File: src/rtl/adder_tree_sched_pkg.sv
// Shared constants and helpers for the adder_tree_sched pipeline.
package adder_tree_sched_pkg;

  // Number of operands per request, and the depth of the tree.
  localparam int NUM_OPS      = 8;
  localparam int TREE_LEVELS  = 3;
  localparam int PIPE_LATENCY = 3;
  localparam int STAT_W       = 16;

  // Width of a requester index; never narrower than one bit.
  function automatic int id_width(input int num_req);
    return (num_req > 1) ? $clog2(num_req) : 1;
  endfunction

  // Id width for the default four-requester build.
  localparam int DEFAULT_ID_W = id_width(4);

endpackage

File: src/rtl/adder_tree_branch.sv
// One 2-input node of the adder tree.
// The output is one bit wider than the inputs, so the carry is never lost.
module adder_tree_branch #(
  parameter int ADDER_WIDTH = 32,
  parameter int EXTRA_BITS  = 0
) (
  input  logic [ADDER_WIDTH+EXTRA_BITS-1:0] a,
  input  logic [ADDER_WIDTH+EXTRA_BITS-1:0] b,
  output logic [ADDER_WIDTH+EXTRA_BITS:0]   sum
);

  assign sum = {1'b0, a} + {1'b0, b};

endmodule

File: src/rtl/adder_tree_sched_rr_arb.sv
// Round-robin arbiter. Priority starts one past the last grant and wraps.
// The pointer moves only when advance is high (a transfer took place).
module adder_tree_sched_rr_arb
  import adder_tree_sched_pkg::*;
#(
  parameter int NUM_REQ = 4,
  parameter int ID_W    = id_width(NUM_REQ)
) (
  input  logic               clk,
  input  logic               rst,
  input  logic [NUM_REQ-1:0] req,
  input  logic               advance,
  output logic [NUM_REQ-1:0] grant,
  output logic [ID_W-1:0]    grant_id
);

  logic [ID_W-1:0] ptr;
  logic [ID_W-1:0] idx;
  logic            found;

  // Search from ptr+1 upward; NUM_REQ is a power of two, so ID_W-bit
  // truncation provides the wrap from NUM_REQ-1 to 0.
  always_comb begin
    // NOTE: every output of a combinational block gets a default first so no latch is inferred.
    grant    = '0;
    grant_id = '0;
    found    = 1'b0;
    idx      = '0;
    for (int off = 1; off <= NUM_REQ; off++) begin
      idx = ptr + ID_W'(off);
      if (!found && req[idx]) begin
        found      = 1'b1;
        grant[idx] = 1'b1;
        grant_id   = idx;
      end
    end
  end

  // Pointer register: reset to the last requester so requester 0 leads.
  always_ff @(posedge clk or posedge rst) begin
    // NOTE: state registers use non-blocking assignments so all flops update together.
    if (rst) begin
      ptr <= ID_W'(NUM_REQ - 1);
    end else if (advance) begin
      ptr <= grant_id;
    end
  end

endmodule

File: src/rtl/adder_tree_sched.sv
// Arbitrated 8-operand adder tree with three register stages.
// Optional statistics counters: define ADDER_TREE_SCHED_STATS_EN.
module adder_tree_sched
  import adder_tree_sched_pkg::*;
#(
  parameter int ADDER_WIDTH = 32,
  parameter int NUM_REQ     = 4
) (
  input  logic                                clk,
  input  logic                                rst,
  input  logic [NUM_REQ-1:0]                  req_valid,
  output logic [NUM_REQ-1:0]                  req_ready,
  input  logic [NUM_REQ*NUM_OPS*ADDER_WIDTH-1:0] req_data,
  output logic                                res_valid,
  input  logic                                res_ready,
  output logic [id_width(NUM_REQ)-1:0]        res_id,
  output logic [ADDER_WIDTH+2:0]              res_sum
`ifdef ADDER_TREE_SCHED_STATS_EN
  ,
  output logic [NUM_REQ*STAT_W-1:0]           stat_grant_cnt,
  output logic [STAT_W-1:0]                   stat_stall_cnt
`endif
);

  localparam int ID_W = id_width(NUM_REQ);

  logic                   en;
  logic                   xfer;
  logic [NUM_REQ-1:0]     arb_req;
  logic [ID_W-1:0]        grant_id;
  logic [ADDER_WIDTH-1:0] ops [NUM_OPS];

  logic [ADDER_WIDTH:0]   l0_sum [NUM_OPS/2];
  logic [ADDER_WIDTH+1:0] l1_sum [NUM_OPS/4];
  logic [ADDER_WIDTH+2:0] l2_sum;

  logic                   s1_valid, s2_valid, s3_valid;
  logic [ID_W-1:0]        s1_id, s2_id, s3_id;
  logic [ADDER_WIDTH:0]   s1_sum [NUM_OPS/2];
  logic [ADDER_WIDTH+1:0] s2_sum [NUM_OPS/4];
  logic [ADDER_WIDTH+2:0] s3_sum;

  // The whole pipe advances together unless the output is held.
  assign en      = !s3_valid || res_ready;
  assign arb_req = req_valid & {NUM_REQ{en && !rst}};
  assign xfer    = |req_ready;

  adder_tree_sched_rr_arb #(
    .NUM_REQ (NUM_REQ),
    .ID_W    (ID_W)
  ) u_arb (
    .clk      (clk),
    .rst      (rst),
    .req      (arb_req),
    .advance  (xfer),
    .grant    (req_ready),
    .grant_id (grant_id)
  );

  // Select the granted requester's eight operands.
  always_comb begin
    for (int j = 0; j < NUM_OPS; j++) begin
      ops[j] = req_data[(int'(grant_id) * NUM_OPS + j) * ADDER_WIDTH +: ADDER_WIDTH];
    end
  end

  for (genvar g = 0; g < NUM_OPS/2; g++) begin : g_l0
    adder_tree_branch #(.ADDER_WIDTH(ADDER_WIDTH), .EXTRA_BITS(0)) u_add (
      .a (ops[2*g]), .b (ops[2*g+1]), .sum (l0_sum[g])
    );
  end

  for (genvar g = 0; g < NUM_OPS/4; g++) begin : g_l1
    adder_tree_branch #(.ADDER_WIDTH(ADDER_WIDTH), .EXTRA_BITS(1)) u_add (
      .a (s1_sum[2*g]), .b (s1_sum[2*g+1]), .sum (l1_sum[g])
    );
  end

  adder_tree_branch #(.ADDER_WIDTH(ADDER_WIDTH), .EXTRA_BITS(2)) u_l2 (
    .a (s2_sum[0]), .b (s2_sum[1]), .sum (l2_sum)
  );

  // Three pipeline stages, each carrying valid, id and partial sums.
  always_ff @(posedge clk or posedge rst) begin
    if (rst) begin
      // NOTE: data registers are reset too, because res_sum must read 0 out of reset.
      s1_valid <= 1'b0;
      s2_valid <= 1'b0;
      s3_valid <= 1'b0;
      s1_id    <= '0;
      s2_id    <= '0;
      s3_id    <= '0;
      for (int i = 0; i < NUM_OPS/2; i++) s1_sum[i] <= '0;
      for (int i = 0; i < NUM_OPS/4; i++) s2_sum[i] <= '0;
      s3_sum   <= '0;
    end else if (en) begin
      s1_valid <= xfer;
      s1_id    <= grant_id;
      for (int i = 0; i < NUM_OPS/2; i++) s1_sum[i] <= l0_sum[i];
      s2_valid <= s1_valid;
      s2_id    <= s1_id;
      for (int i = 0; i < NUM_OPS/4; i++) s2_sum[i] <= l1_sum[i];
      s3_valid <= s2_valid;
      s3_id    <= s2_id;
      s3_sum   <= l2_sum;
    end
  end

  assign res_valid = s3_valid;
  assign res_id    = s3_id;
  assign res_sum   = s3_sum;

`ifdef ADDER_TREE_SCHED_STATS_EN
  logic [STAT_W-1:0] grant_cnt [NUM_REQ];
  logic [STAT_W-1:0] stall_cnt;

  // Saturating per-requester transfer counters and output-stall counter.
  always_ff @(posedge clk or posedge rst) begin
    if (rst) begin
      for (int i = 0; i < NUM_REQ; i++) grant_cnt[i] <= '0;
      stall_cnt <= '0;
    end else begin
      for (int i = 0; i < NUM_REQ; i++) begin
        if (req_valid[i] && req_ready[i] && grant_cnt[i] != '1) begin
          grant_cnt[i] <= grant_cnt[i] + 1'b1;
        end
      end
      if (s3_valid && !res_ready && stall_cnt != '1) begin
        stall_cnt <= stall_cnt + 1'b1;
      end
    end
  end

  // Flatten the counter array onto the output port.
  always_comb begin
    stat_grant_cnt = '0;
    for (int i = 0; i < NUM_REQ; i++) begin
      stat_grant_cnt[i*STAT_W +: STAT_W] = grant_cnt[i];
    end
  end

  assign stat_stall_cnt = stall_cnt;
`endif

endmodule

File: config.mk
export PLATFORM = sky130hd
export DESIGN_NAME = adder_tree_sched
export DESIGN_NICKNAME = d
export VERILOG_FILES = /design/src/rtl/adder_tree_sched_pkg.sv /design/src/rtl/adder_tree_branch.sv /design/src/rtl/adder_tree_sched_rr_arb.sv /design/src/rtl/adder_tree_sched.sv
export SDC_FILE = /design/constraint.sdc
export NUM_CORES = 1
export LEC_CHECK = 0
export CORE_AREA = 2 2 418 420
export CTS_BUF_LIST = sky130_fd_sc_hd__clkbuf_2 sky130_fd_sc_hd__clkbuf_4 sky130_fd_sc_hd__clkbuf_8
export CTS_CLUSTER_SIZE = 12
export DETAILED_ROUTE_END_ITERATION = 10
export DIE_AREA = 0 0 420 422
export GPL_TIMING_DRIVEN = 0
export HOLD_SLACK_MARGIN = 0.15
export PLACE_DENSITY = 0.44
export SLEW_MARGIN = 25
export SYNTH_ARGS = -nofsm -noshare
export SYNTH_HDL_FRONTEND = slang
export SYNTH_SLANG_ARGS = --single-unit
File: constraint.sdc
create_clock -name clk -period 14.05 [get_ports clk]
set_input_delay 1.405 -clock clk [delete_from_list [all_inputs] [get_ports clk]]
set_output_delay 1.405 -clock clk [all_outputs]
set_load 0.005 [all_outputs]
==> out/results.txt, run 1 <==
The run finished with clean final reports. Setup total negative slack on the finished layout was measured at 0 ps. The run gives 1646 as the starting DRC count in detailed routing. The post-CTS repair timing setup buffer count came out at 0. The logs give 153 for the number of core rows and 7 for the number of iterations in the first detailed-routing pass. The worst setup path is of the primary input to flip-flop kind. Across the run, the number of max-cap violations was 0.

The horizontal die dimension was 420 µm; the maximum count of clock buffers along a single path was 3. The count of vias placed by the detailed router was 26520. Worst-path cell with the longest stage delay: sky130_fd_sc_hd__buf_2.

The share of async-settable or async-resettable flops after synthesis was 1.000; the post-DP HPWL was 140100 µm. The area growth from synthesis to layout is 58.39%. For the setup slack of the worst register-to-register path, the log shows 6260 ps. The first global-routing pass estimated 217000 µm of wire.

Flop and latch count out of synthesis: 246. The root cell of the clock tree was sky130_fd_sc_hd__clkbuf_8. The count of port buffers added during placement was 1072. The category of the worst setup path capture point was a flip-flop.

The tools report the post-layout worst setup margin as 5588 ps. The final routed DRC violation total is 0, and the worst hold slack is 469.3 ps. At the end of the flow, the number of nets in the layout was 5020. The run gives 18830 µm² as the total area of multi-input combinational cells. The H-tree generated during clock tree synthesis spans 2 levels. The register area share after synthesis came out at 0.2391. After filler insertion, the fill cell instance count of the layout stands at 18830. The detail route stage leaves a number of antenna-violating nets equal to 0. The run gives 0 as the post-cts sizing count. The largest single stage delay on the critical path is 710 ps. Yosys mapped a number of flops with a built-in enable equal to 0.

After synthesis the cells add up to 25750 µm². End point of the most critical hold path: s2_id[0]. Setup repair after global routing left no endpoint under its margin. The via count of the first global-routing pass is 27670.

For the total number of yosys warnings, the log shows 0. For this design the ratio of total power to cell area is 308.4 nW/µm². The run gives 14570 ps as the data required time of the worst path. The initial antenna violation count is 52, and the slew at the pin closest to its max-slew limit is 1049 ps. In the final routed layout, each cell accounts on average for 26.06 µm. In this run the static leakage power is 15.87 nW. The total count of hold-check failures in the final report is 0, and the net count after synthesis is 3892.

Setup violations remaining at the end of the flow were counted as 0. The floorplan step defined a die boundary enclosing 177200 µm². The insertion delay to the later sink of the worst-skew pair was 650 ps; the initial core utilization was 0.1490. The total routing resource utilization after global routing came out at 0.1747.

Hold repair after CTS inserted 0 buffers. In this run the vertical extent of the chip is 422 µm. The number of pins exceeding their max-slew limit in the final report was 0. The total detailed-routing wirelength is 159700 µm. The logs give 97 for the unique cell type count in the Yosys netlist and 98.05 µV for the maximum vdd drop. The share of layout cells above drive strength 1 came out at 0.1258. The most used flip-flop cell after synthesis is sky130_fd_sc_hd__dfrtp_1. 1073 I/O pins were placed. Hold path startpoint: s2_id[0]. In this run the worst path has a maximum fanout of 69. The post-route fraction of the period consumed by the critical path was 0.6023; the arrival time of the worst setup path was 8980 ps. The per-cell via count in the routed design is 4.328, and the register area is 6158 µm². Global placer's final weighted congestion: 0.9204. Instance count of the mapped netlist: 2622.

In this run the worst hold path is classified as flip-flop to flip-flop. Clock skew on the completed layout was measured at 41.19 ps. The worst hold path was traced through 2 stages.

The worst max-slew margin expressed relative to the limit is 0.3007. Walking the worst path, the cells encountered are clkdlybuf4s50_1 -> inv_8 -> and3_1 -> o21ai_0 -> a21oi_1 -> nor2_2 -> buf_2 -> buf_2 -> mux4_2 -> ha_1 -> fa_1 -> a21oi_1 -> nor2_1 -> a31o_2 -> o41a_1 -> a41o_1 -> a41oi_2 -> o21ai_2 -> a31oi_2 -> o21ai_1 -> a31o_1. CTS saw 246 sinks. In this run the critical register-to-register path is captured at s1_sum[65].

In the post-synthesis netlist, the biggest area contributors are sky130_fd_sc_hd__dfrtp_1 (24%), sky130_fd_sc_hd__mux4_2 (22%), sky130_fd_sc_hd__ha_1 (11%). TritonCTS built the clock tree. The most area-hungry cell type in the Yosys netlist is sky130_fd_sc_hd__dfrtp_1. The power consumption was 12.58 mW. In this run the critical register-to-register path is launched from u_arb.ptr[0].

Clock-pin slew was measured on the worst setup and hold paths at 50 ps. The run gives 172900 µm² as the core box area. Prior to clock tree synthesis, the placed netlist has a worst setup slack of 4680 ps. A synthesized cell averages 9.823 µm². The pin count of the biggest net entering global routing is 74, and the residual overflow from global routing is 0. The worst setup path is launched from a primary input. Based on the critical path, the design can be clocked at up to 118.2 MHz. Clock tree synthesis inserted a total of 50 buffers. The worst register-to-register path has a depth of 21. The top cell type's share of synthesized area is 0.2371, and the final period demand of the worst path is 8462 ps.
-- power by group --
group | total [mW] | internal [mW] | switching [mW]
Combinational | 10.1 | 4.17 | 5.97
Sequential | 1.50 | 1.17 | 0.332
Clock | 0.942 | 0.569 | 0.373
-- layout by cell type, fill, tap and decap left out, drive strengths merged, types with 12 or more instances in the layout --
cell type,instances
ha,232
and2,12
xnor2,80
nand3,37
o21ai,209
inv,68
nor2,210
mux4,256
o31ai,23
o21bai,31
a211oi,34
a31oi,24
clkdlybuf4s50,1072
nor3,36
clkbuf,121
and3,16
a21oi,287
clkinv,13
o211ai,16
nand2b,33
nor2b,14
xor2,91
a21o,100
buf,72
nand2,245
o21a,21
dfrtp,244
-- flip-flops by register name, summed over array words and instances (netlist names) --
register   cells
s1_id          2
res_id         2
s2_sum        68
u_arb.ptr      2
res_valid      1
s1_valid       1
s2_valid       1
s2_id          2
s1_sum       132
res_sum       35
-- logic make-up after synthesis --
group | share of synthesized area
compound gates | 0.2072
xor+xnor | 0.05815
fa+ha+maj | 0.1181
buf+inv | 0.03041
flops | 0.2391
mux | 0.2275
simple gates | 0.1194
-- through the flow --
step | area [µm²] | instances | util
2_1_floorplan | 25750 | 2622 | -
3_3_place_gp | 39390 | 6019 | 0.2279
3_5_place_dp | 39520 | 6023 | 0.2286
4_1_cts | 40770 | 6117 | 0.2358
5_1_grt | 40780 | 6121 | 0.2359
6_report | 40790 | 6128 | 0.2360
-- worst max path at each step --
stage,startpoint,end,slack (ps),depth (start not counted)
2_1_floorplan,rst,s1_sum[30],2240,20
3_3_place_gp,rst,s1_sum[65],-5190,21
3_5_place_dp,rst,s1_sum[65],4680,21
4_1_cts,rst,s1_sum[65],5350,21
5_1_grt,res_ready,s1_sum[98],5160,23
6_report,rst,s1_sum[65],5590,21
-- critical path: cells and delay by family --
kind,cells,cell delay (ps)
AO/OA/AOI/OAI,11,2660
adder cells (fa/ha/maj),2,1000
buffers and inverters,4,2210
multiplexers,1,580
AND/OR/NAND/NOR,3,1040
-- synthesized netlist by cell type, types with 32 or more instances --
library cell               number
sky130_fd_sc_hd__nand3_1       37
sky130_fd_sc_hd__nand2_1      245
sky130_fd_sc_hd__o21ai_0      197
sky130_fd_sc_hd__buf_2         53
sky130_fd_sc_hd__xor2_1        91
sky130_fd_sc_hd__inv_1         67
sky130_fd_sc_hd__clkbuf_1      51
sky130_fd_sc_hd__dfrtp_1      244
sky130_fd_sc_hd__a21oi_1      285
sky130_fd_sc_hd__xnor2_1       80
sky130_fd_sc_hd__mux4_2       256
sky130_fd_sc_hd__nand2b_1      32
sky130_fd_sc_hd__ha_1         232
sky130_fd_sc_hd__nor3_1        33
sky130_fd_sc_hd__a21o_1       100
sky130_fd_sc_hd__nor2_1       209
-- per-layer routing --
layer,vias to the layer above,part of all wire,GRT usage
li1,12370,-,-
met1,13190,0.43,0.2228
met2,756,0.49,0.2994
met3,165,0.052,0.03559
met4,42,0.026,0.04125
met5,-,0.0016,0
-- cell type report --
| type | instances | area share |
|---|---|---|
| diodes | 11 | 0.0006748 |
| plain buffers | 119 | 0.01322 |
| clock buffers | 70 | 0.02224 |
| clock inverters | 24 | 0.008404 |
| inverters | 67 | 0.006349 |
| multi-input cells | 2190 | 0.4615 |
| flip-flops and latches | 246 | 0.1510 |
| well taps | 2325 | 0.07131 |
| repair buffers | 1076 | 0.2653 |
Note: power is estimated with default switching activity, not from simulation.
==> run 2: changes to the inputs <==
PLACE_DENSITY = 0.46   (was 0.44)
clock period = 7.7 ns   (was 14.05 ns; I/O delays follow)
==> out/results.txt, run 2 (synthesis results as in run 1) <==
The data required time of the worst path is 8190 ps (-6380 ps), and the largest fanout of any net on the critical path is 12 (-83%). The tightest min-delay check is of the flip-flop to flip-flop type. The initial antenna violation count came out at 73 (+40%).

The critical path is of the primary input to flip-flop type. For the pin count of the biggest net entering global routing, the log shows 30 (-59%). The root cell of the clock tree was sky130_fd_sc_hd__clkbuf_8. The flip-flop count of the largest register after layout was 132 (unchanged).

The critical path buffer and inverter count is 3 (-1), and the post-DP HPWL is 145000 µm (+3.5%). The number of buffers created by CTS came out at 49 (-2.0%). The top cell types in the final layout, fill and taps aside, are sky130_fd_sc_hd__clkdlybuf4s50_1 (1072), sky130_fd_sc_hd__a21oi_1 (275), sky130_fd_sc_hd__mux4_2 (256), sky130_fd_sc_hd__nand2_1 (245), sky130_fd_sc_hd__dfrtp_1 (244).

The tools report the static leakage as 15.87 nW (about the same). The final routed DRC violation total is 0 (unchanged). The pre-CTS setup slack is -728.4 ps (-5408 ps), and the core box area is 172900 µm² (unchanged).

Number of filler cells placed in the layout: 18680 (-0.81%). The count of vias placed by the detailed router was 26630 (+0.43%); the total count of hold-check failures in the final report was 0 (unchanged). Grouping stages by cell kind, the critical path spends the most delay in compound AO/OA/AOI/OAI gates.

The post-CTS repair timing setup buffer count was 0 (unchanged); the achievable clock frequency was 141.4 MHz. The number of clock sinks is 246 (unchanged), and the slew at the pin closest to its max-slew limit is 1022 ps (-27.25 ps). The areal power density over the cells is 560.5 nW/µm² (+82%). The total of endpoints with negative setup slack in the final report is 0 (unchanged), and the count of port buffers added during placement is 1072 (unchanged). The run gives 628.2 ps (-4960 ps) as the post-layout worst setup margin.

The horizontal die dimension is 420 µm (unchanged). TritonCTS built the clock tree. The maximum vdd drop was 173.7 µV (+77%). The fraction of the core area covered by cells at the end of the flow is 0.2372 (+0.001180). The tools report the number of iterations in the first detailed-routing pass as 5 (-2). The via count of the first global-routing pass is 27360 (-1.1%), and the global placer's final weighted congestion is 0.9559 (+3.9%). The run gives 28.05 ps (-13.14 ps) as the worst clock skew. Per-cell via count in the routed design: 4.346 (+0.43%).

STA classifies the critical path endpoint as a flip-flop. Most frequent standard cell in the layout excluding fill and tap cells: sky130_fd_sc_hd__clkdlybuf4s50_1. The net count reported at finish was 5025 (+0.10%); the initial core utilization was 0.1490 (unchanged). For the number of antenna-violating nets in the routed design, the log shows 0 (unchanged). The run finished with clean final reports. The number of levels the H-tree was split into was 2 (unchanged); the clock-pin slew reported for the worst setup and hold paths after clock tree synthesis was 70 ps (+20 ps).

The number of pins exceeding their max-slew limit in the final report was 0 (unchanged). Routed length per placed instance: 26.74 µm (+2.6%). The starting DRC count in detailed routing was 1619 (-1.6%); the insertion delay to the later sink of the worst-skew pair was 630 ps (-20 ps).

The total routing resource utilization after global routing was 0.1792 (+0.004529); the share of layout cells above drive strength 1 was 0.1322 (+0.006399). The worst-path cell with the longest stage delay is sky130_fd_sc_hd__fa_1. The number of core rows was 153 (unchanged). The routed design could run at a clock period as short as 7072 ps.

The startpoint class of the critical path was a primary input. Growth of design area from synthesis to finish: 59.19%. The critical path goes through clkdlybuf4s50_1 -> and2b_1 -> nor3_1 -> mux2i_1 -> nor2_1 -> o21ai_0 -> o31ai_4 -> buf_6 -> buf_2 -> mux4_2 -> ha_1 -> fa_1 -> a211oi_1 -> o21ai_0 -> a22oi_2 -> o211ai_1 -> o21ai_1 -> a31oi_1 -> o2111ai_1 -> a21boi_0 -> o21ai_0 -> a21oi_1.

Setup repair after global routing left no endpoint under its margin. The maximum single-stage delay on the critical path works out to 510 ps (-200 ps). The maximum count of clock buffers along a single path is 3 (unchanged). Worst max-slew margin expressed relative to the limit: 0.3189 (+0.01817). The tools report the residual overflow from global routing as 0 (unchanged). The max-cap violation count was 0 (unchanged); the wire length of the first global-routing pass was 221700 µm (+2.2%). Post-route fraction of the period consumed by the critical path: 0.9184. In this design, the critical path's most frequently occurring cell is sky130_fd_sc_hd__o21ai_0. The run gives 1073 (unchanged) as the I/O pin count. The vertical die dimension came out at 422 µm (unchanged). The logs give 7560 ps (-1420 ps) for the arrival time of the worst setup path and 177200 µm² (unchanged) for the die outline area. The run gives 163900 µm (+2.6%) as the total detailed-routing wirelength. The register with the most flip-flops in the final layout is s1_sum.
## run 2: cell types whose count changed in the layout (fill, tap and decap cells not counted), sizes merged
cell and change:
inv -1, clkbuf +3, bufinv -7, clkinvlp +2, diode +2, buf +5
clkinv -4
## run 2: layout make-up
class	count	area [µm²]	share of cell area
diodes	13	32.53	0.0007935
plain buffers	118	636.9	0.01553
clock buffers	72	947.2	0.02310
clock inverters	14	108.9	0.002655
inverters	67	255.2	0.006226
multi-input cells	2190	18990	0.4633
flip-flops and latches	246	6158	0.1502
well taps	2325	2909	0.07096
repair buffers	1083	10960	0.2673
## run 2: path summary, 6_finish.rpt
check,start,endpoint,slack (ps),depth (start not counted)
min in group asynchronous,rst,s1_sum[29],690,2
hold reg to reg,s1_id[0],s2_id[0],460,2
max in group asynchronous,rst,s1_sum[117],6020,5
setup / recovery,res_ready,s1_sum[98],630,22
setup reg to reg,res_valid,s1_sum[98],760,21
hold / removal,s1_id[0],s2_id[0],460,2
## run 2: through the flow
step	power, mW	std cells	cell area [µm²]	hold WS, ps	TNS (ps)
after detailed placement	21.81	6030	39910	453.8	-9445
after floorplan	14.96	2622	26020	430.0	-85750
final	22.98	6128	41000	462.4	0
after global routing	25.05	6117	40970	491.3	0
after global placement	21.70	6019	39660	459.0	-714010
after CTS	23.41	6115	40960	461.7	0
## run 2: repair_timing
item                       4_1_cts  5_1_grt
setup endpoints to repair        2        5
hold buffers                     0        0
resized for setup                0        2
## run 2: where the power goes
group / total, mW / internal, mW / switching (mW)
clock: 1.45 / 0.822 / 0.630
combinational: 18.8 / 7.80 / 11.0
sequential: 2.71 / 2.13 / 0.574
## run 2: routing by layer
metal,vias to the layer above,GRT usage,share of wire
li1,12370,-,-
met2,745,0.3095,0.49
met5,-,0,0.0021
met4,52,0.02566,0.015
met1,13290,0.2309,0.44
met3,182,0.03980,0.053
## run 2: tightest hold or removal path: cells and delay by family (launching register included)
family,cells,cell delay [ps]
and+or+nand+nor,2,100
DFF,1,340
==> run 3: changes to the inputs <==
CTS_CLUSTER_DIAMETER = 80   (was unset)
==> out/results.txt, run 3 (synthesis results as in run 1) <==
The tools report the pin count of the biggest net entering global routing as 30 (unchanged). The run gives 76 (+4.1%) as the initial antenna violation count. Total detailed-routing wirelength: 164000 µm (about the same). The run gives 6030 (unchanged) as the instance count after placement with tap cells included. The count of vias placed by the detailed router is 26590 (-0.18%). The largest fanout of any net on the critical path is 17 (+5), and the worst max-slew margin expressed relative to the limit is 0.2807 (-0.03817). The depth of the worst register-to-register path came out at 21 (unchanged). In this run the clock root is driven by a sky130_fd_sc_hd__clkbuf_8. The category of the worst setup path capture point is a flip-flop. The die outline area was 177200 µm² (unchanged). The slew at the pin closest to its max-slew limit works out to 1079 ps (+57.25 ps). The post-route fraction of the period consumed by the critical path was 0.9116 (-0.006801).

The number of antenna-violating nets in the routed design is 0 (unchanged), and the initial core utilization is 0.1490 (unchanged). The number of buffers created by CTS came out at 29 (-41%). The per-cell via count in the routed design is 4.375 (+0.66%), and the power consumption is 22.50 mW (-2.1%).

The startpoint identified for the worst hold timing path is s1_id[0]. Clock-pin slew reported for the worst setup and hold paths after clock tree synthesis: 100 ps (+30 ps). The run gives 174.1 µV (+0.25%) as the maximum vdd drop.

The startpoint identified for the worst register-to-register timing path is res_valid. The number of filler cells placed in the layout was 18710 (+0.21%). TritonCTS built the clock tree.

The run gives 5 (unchanged) as the number of iterations in the first detailed-routing pass. The data required time of the worst path came out at 8240 ps (+50 ps). The tools report the post-DP HPWL as 145000 µm (unchanged). The via count of the first global-routing pass was 27080 (-1.0%); the post-CTS repair timing setup buffer count was 0 (unchanged). The most frequent standard cell in the layout excluding fill and tap cells was sky130_fd_sc_hd__clkdlybuf4s50_1. The flip-flop count of the largest register after layout is 132 (unchanged), and the residual overflow from global routing is 0 (unchanged).

The achievable clock frequency was 142.5 MHz (+0.75%). The number of levels the H-tree was split into was 1 (-1); the number of clock sinks was 246 (unchanged). The max-cap violation count was 0 (unchanged).

The run gives 7560 ps (about the same) as the arrival time of the worst setup path. The net count reported at finish is 5005 (-0.40%). The final routed DRC violation total is 0 (unchanged), and the routed length per placed instance is 26.98 µm (+0.91%). For the insertion delay to the later sink of the worst-skew pair, the log shows 650 ps (+20 ps). The worst clock skew was 32.29 ps (+4.240 ps); the growth of design area from synthesis to finish was 56.98%. The end point of the most critical hold path is s2_id[0]. The worst hold slack is 457.9 ps (-4.477 ps), and the total count of hold-check failures in the final report is 0 (unchanged).

The run finished with clean final reports. The count of placed standard cells in the final layout, fillers left out was 6077 (-0.83%); the count of port buffers added during placement was 1072 (unchanged). The tools report the static leakage as 15.57 nW (-1.9%).

The number of core rows is 153 (unchanged). Path type of the worst min-delay path: flip-flop to flip-flop. The share of layout cells above drive strength 1 was 0.1213 (-0.01090). Total routing resource utilization after global routing: 0.1786 (-0.0006565).

The I/O pin count was 1073 (unchanged); the global placer's final weighted congestion was 0.9559 (unchanged). The worst setup path is launched from a primary input. The tools report the setup slack of the worst register-to-register path as 790 ps (+30 ps). The library cells used most frequently in the layout, excluding fill and tap cells, are sky130_fd_sc_hd__clkdlybuf4s50_1 (1072), sky130_fd_sc_hd__a21oi_1 (275), sky130_fd_sc_hd__mux4_2 (256), sky130_fd_sc_hd__nand2_1 (245), sky130_fd_sc_hd__dfrtp_1 (244).

Setup repair after global routing left no endpoint under its margin. The worst register-to-register path ends at s1_sum[98]. The tools report the maximum count of clock buffers along a single path as 3 (unchanged).

The tools report the starting DRC count in detailed routing as 1722 (+6.4%). The number of cells on the worst hold path is 2 (unchanged). Ranked by flip-flop count, first place goes to s1_sum.

The worst setup path is of the primary input to flip-flop kind. The core box area was 172900 µm² (unchanged); the final period demand of the worst path was 7019 ps (-52.37 ps). The wire length of the first global-routing pass is 220600 µm (-0.51%), and the vertical die dimension is 422 µm (unchanged).

The tools report the total of endpoints with negative setup slack in the final report as 0 (unchanged). The areal power density over the cells was 556.5 nW/µm² (-0.73%); the number of pins exceeding their max-slew limit in the final report was 0 (unchanged). Horizontal die dimension: 420 µm (unchanged).
## run 3: cell types whose count changed in the layout (fill, tap and decap cells not counted), sizes merged
cell      previous run  this run
clkinvlp             4         1
diode               13         9
inv                 67        72
clkinv               9         2
clkbuf             124        83
bufinv               1         0
## run 3: critical path: stages
cell and delay [ps]:
sky130_fd_sc_hd__clkdlybuf4s50_1 620, sky130_fd_sc_hd__clkinvlp_4 490, sky130_fd_sc_hd__nand3_1 310, sky130_fd_sc_hd__o21ai_2 120
sky130_fd_sc_hd__nor2_1 400, sky130_fd_sc_hd__o21ai_0 250, sky130_fd_sc_hd__o31ai_4 170, sky130_fd_sc_hd__buf_6 360
sky130_fd_sc_hd__buf_2 450, sky130_fd_sc_hd__mux4_2 470, sky130_fd_sc_hd__ha_1 340, sky130_fd_sc_hd__fa_1 510
sky130_fd_sc_hd__a211oi_1 310, sky130_fd_sc_hd__o21ai_0 190, sky130_fd_sc_hd__a22oi_2 320, sky130_fd_sc_hd__o211ai_1 190
sky130_fd_sc_hd__o21ai_1 280, sky130_fd_sc_hd__a31oi_1 210, sky130_fd_sc_hd__o2111ai_1 210, sky130_fd_sc_hd__a21boi_0 160
sky130_fd_sc_hd__o21ai_0 270, sky130_fd_sc_hd__a21oi_1 100
## run 3: layout make-up
type	instances	area (µm²)	area share
Multi-Input combinational cell	2190	18990	0.4698
Timing Repair Buffer	1083	10960	0.2710
Sequential cell	246	6158	0.1523
Tap cell	2325	2909	0.07195
Buffer	118	636.9	0.01575
Clock buffer	31	420.4	0.01040
Inverter	67	255.2	0.006313
Clock inverter	8	77.57	0.001919
Antenna cell	9	22.52	0.0005571
## run 3: metal layers
layer	track usage	wire length (µm)	up-vias
met5	0	340	-
met4	0.01924	1949	52
met3	0.03328	8445	145
met2	0.3116	81320	769
met1	0.2337	71930	13320
li1	-	-	12300
## run 3: how the worst max path moves through the flow
| stage | from | to | slack, ps |
|---|---|---|---|
| 2_1_floorplan | rst | s1_sum[30] | -1300 |
| 3_3_place_gp | rst | s1_sum[98] | -6400 |
| 3_5_place_dp | rst | s1_sum[98] | -730 |
| 6_report | rst | s1_sum[98] | 680 |
| 4_1_cts | rst | s1_sum[125] | 270 |
| 5_1_grt | res_ready | s1_sum[98] | 190 |
## run 3: power breakdown
group          total, mW  switching [mW]  internal, mW  leakage (nW)
logic               18.9            11.1          7.79          12.5
clock network      0.935           0.561         0.374         0.260
registers           2.70           0.577          2.13          2.86
total               22.5            12.2          10.3          15.6
## run 3: through the flow
| step | cell area [µm²] | worst slack (ps) | TNS, ps | utilization |
|---|---|---|---|---|
| after CTS | 40400 | 274.1 | 0 | 0.2337 |
| after detailed placement | 39910 | -728.4 | -9445 | 0.2309 |
| after global routing | 40410 | 192.7 | 0 | 0.2338 |
| after floorplan | 26020 | -1304 | -85750 | - |
| after global placement | 39660 | -6397 | -714010 | 0.2294 |
| final | 40430 | 680.6 | 0 | 0.2339 |
## run 3: what timing repair did
action | in CTS | in global routing
hold buffers | 0 | 0
pin swaps | 0 | 0
endpoints found under the setup margin | 1 | 3
resized for setup | 0 | 2
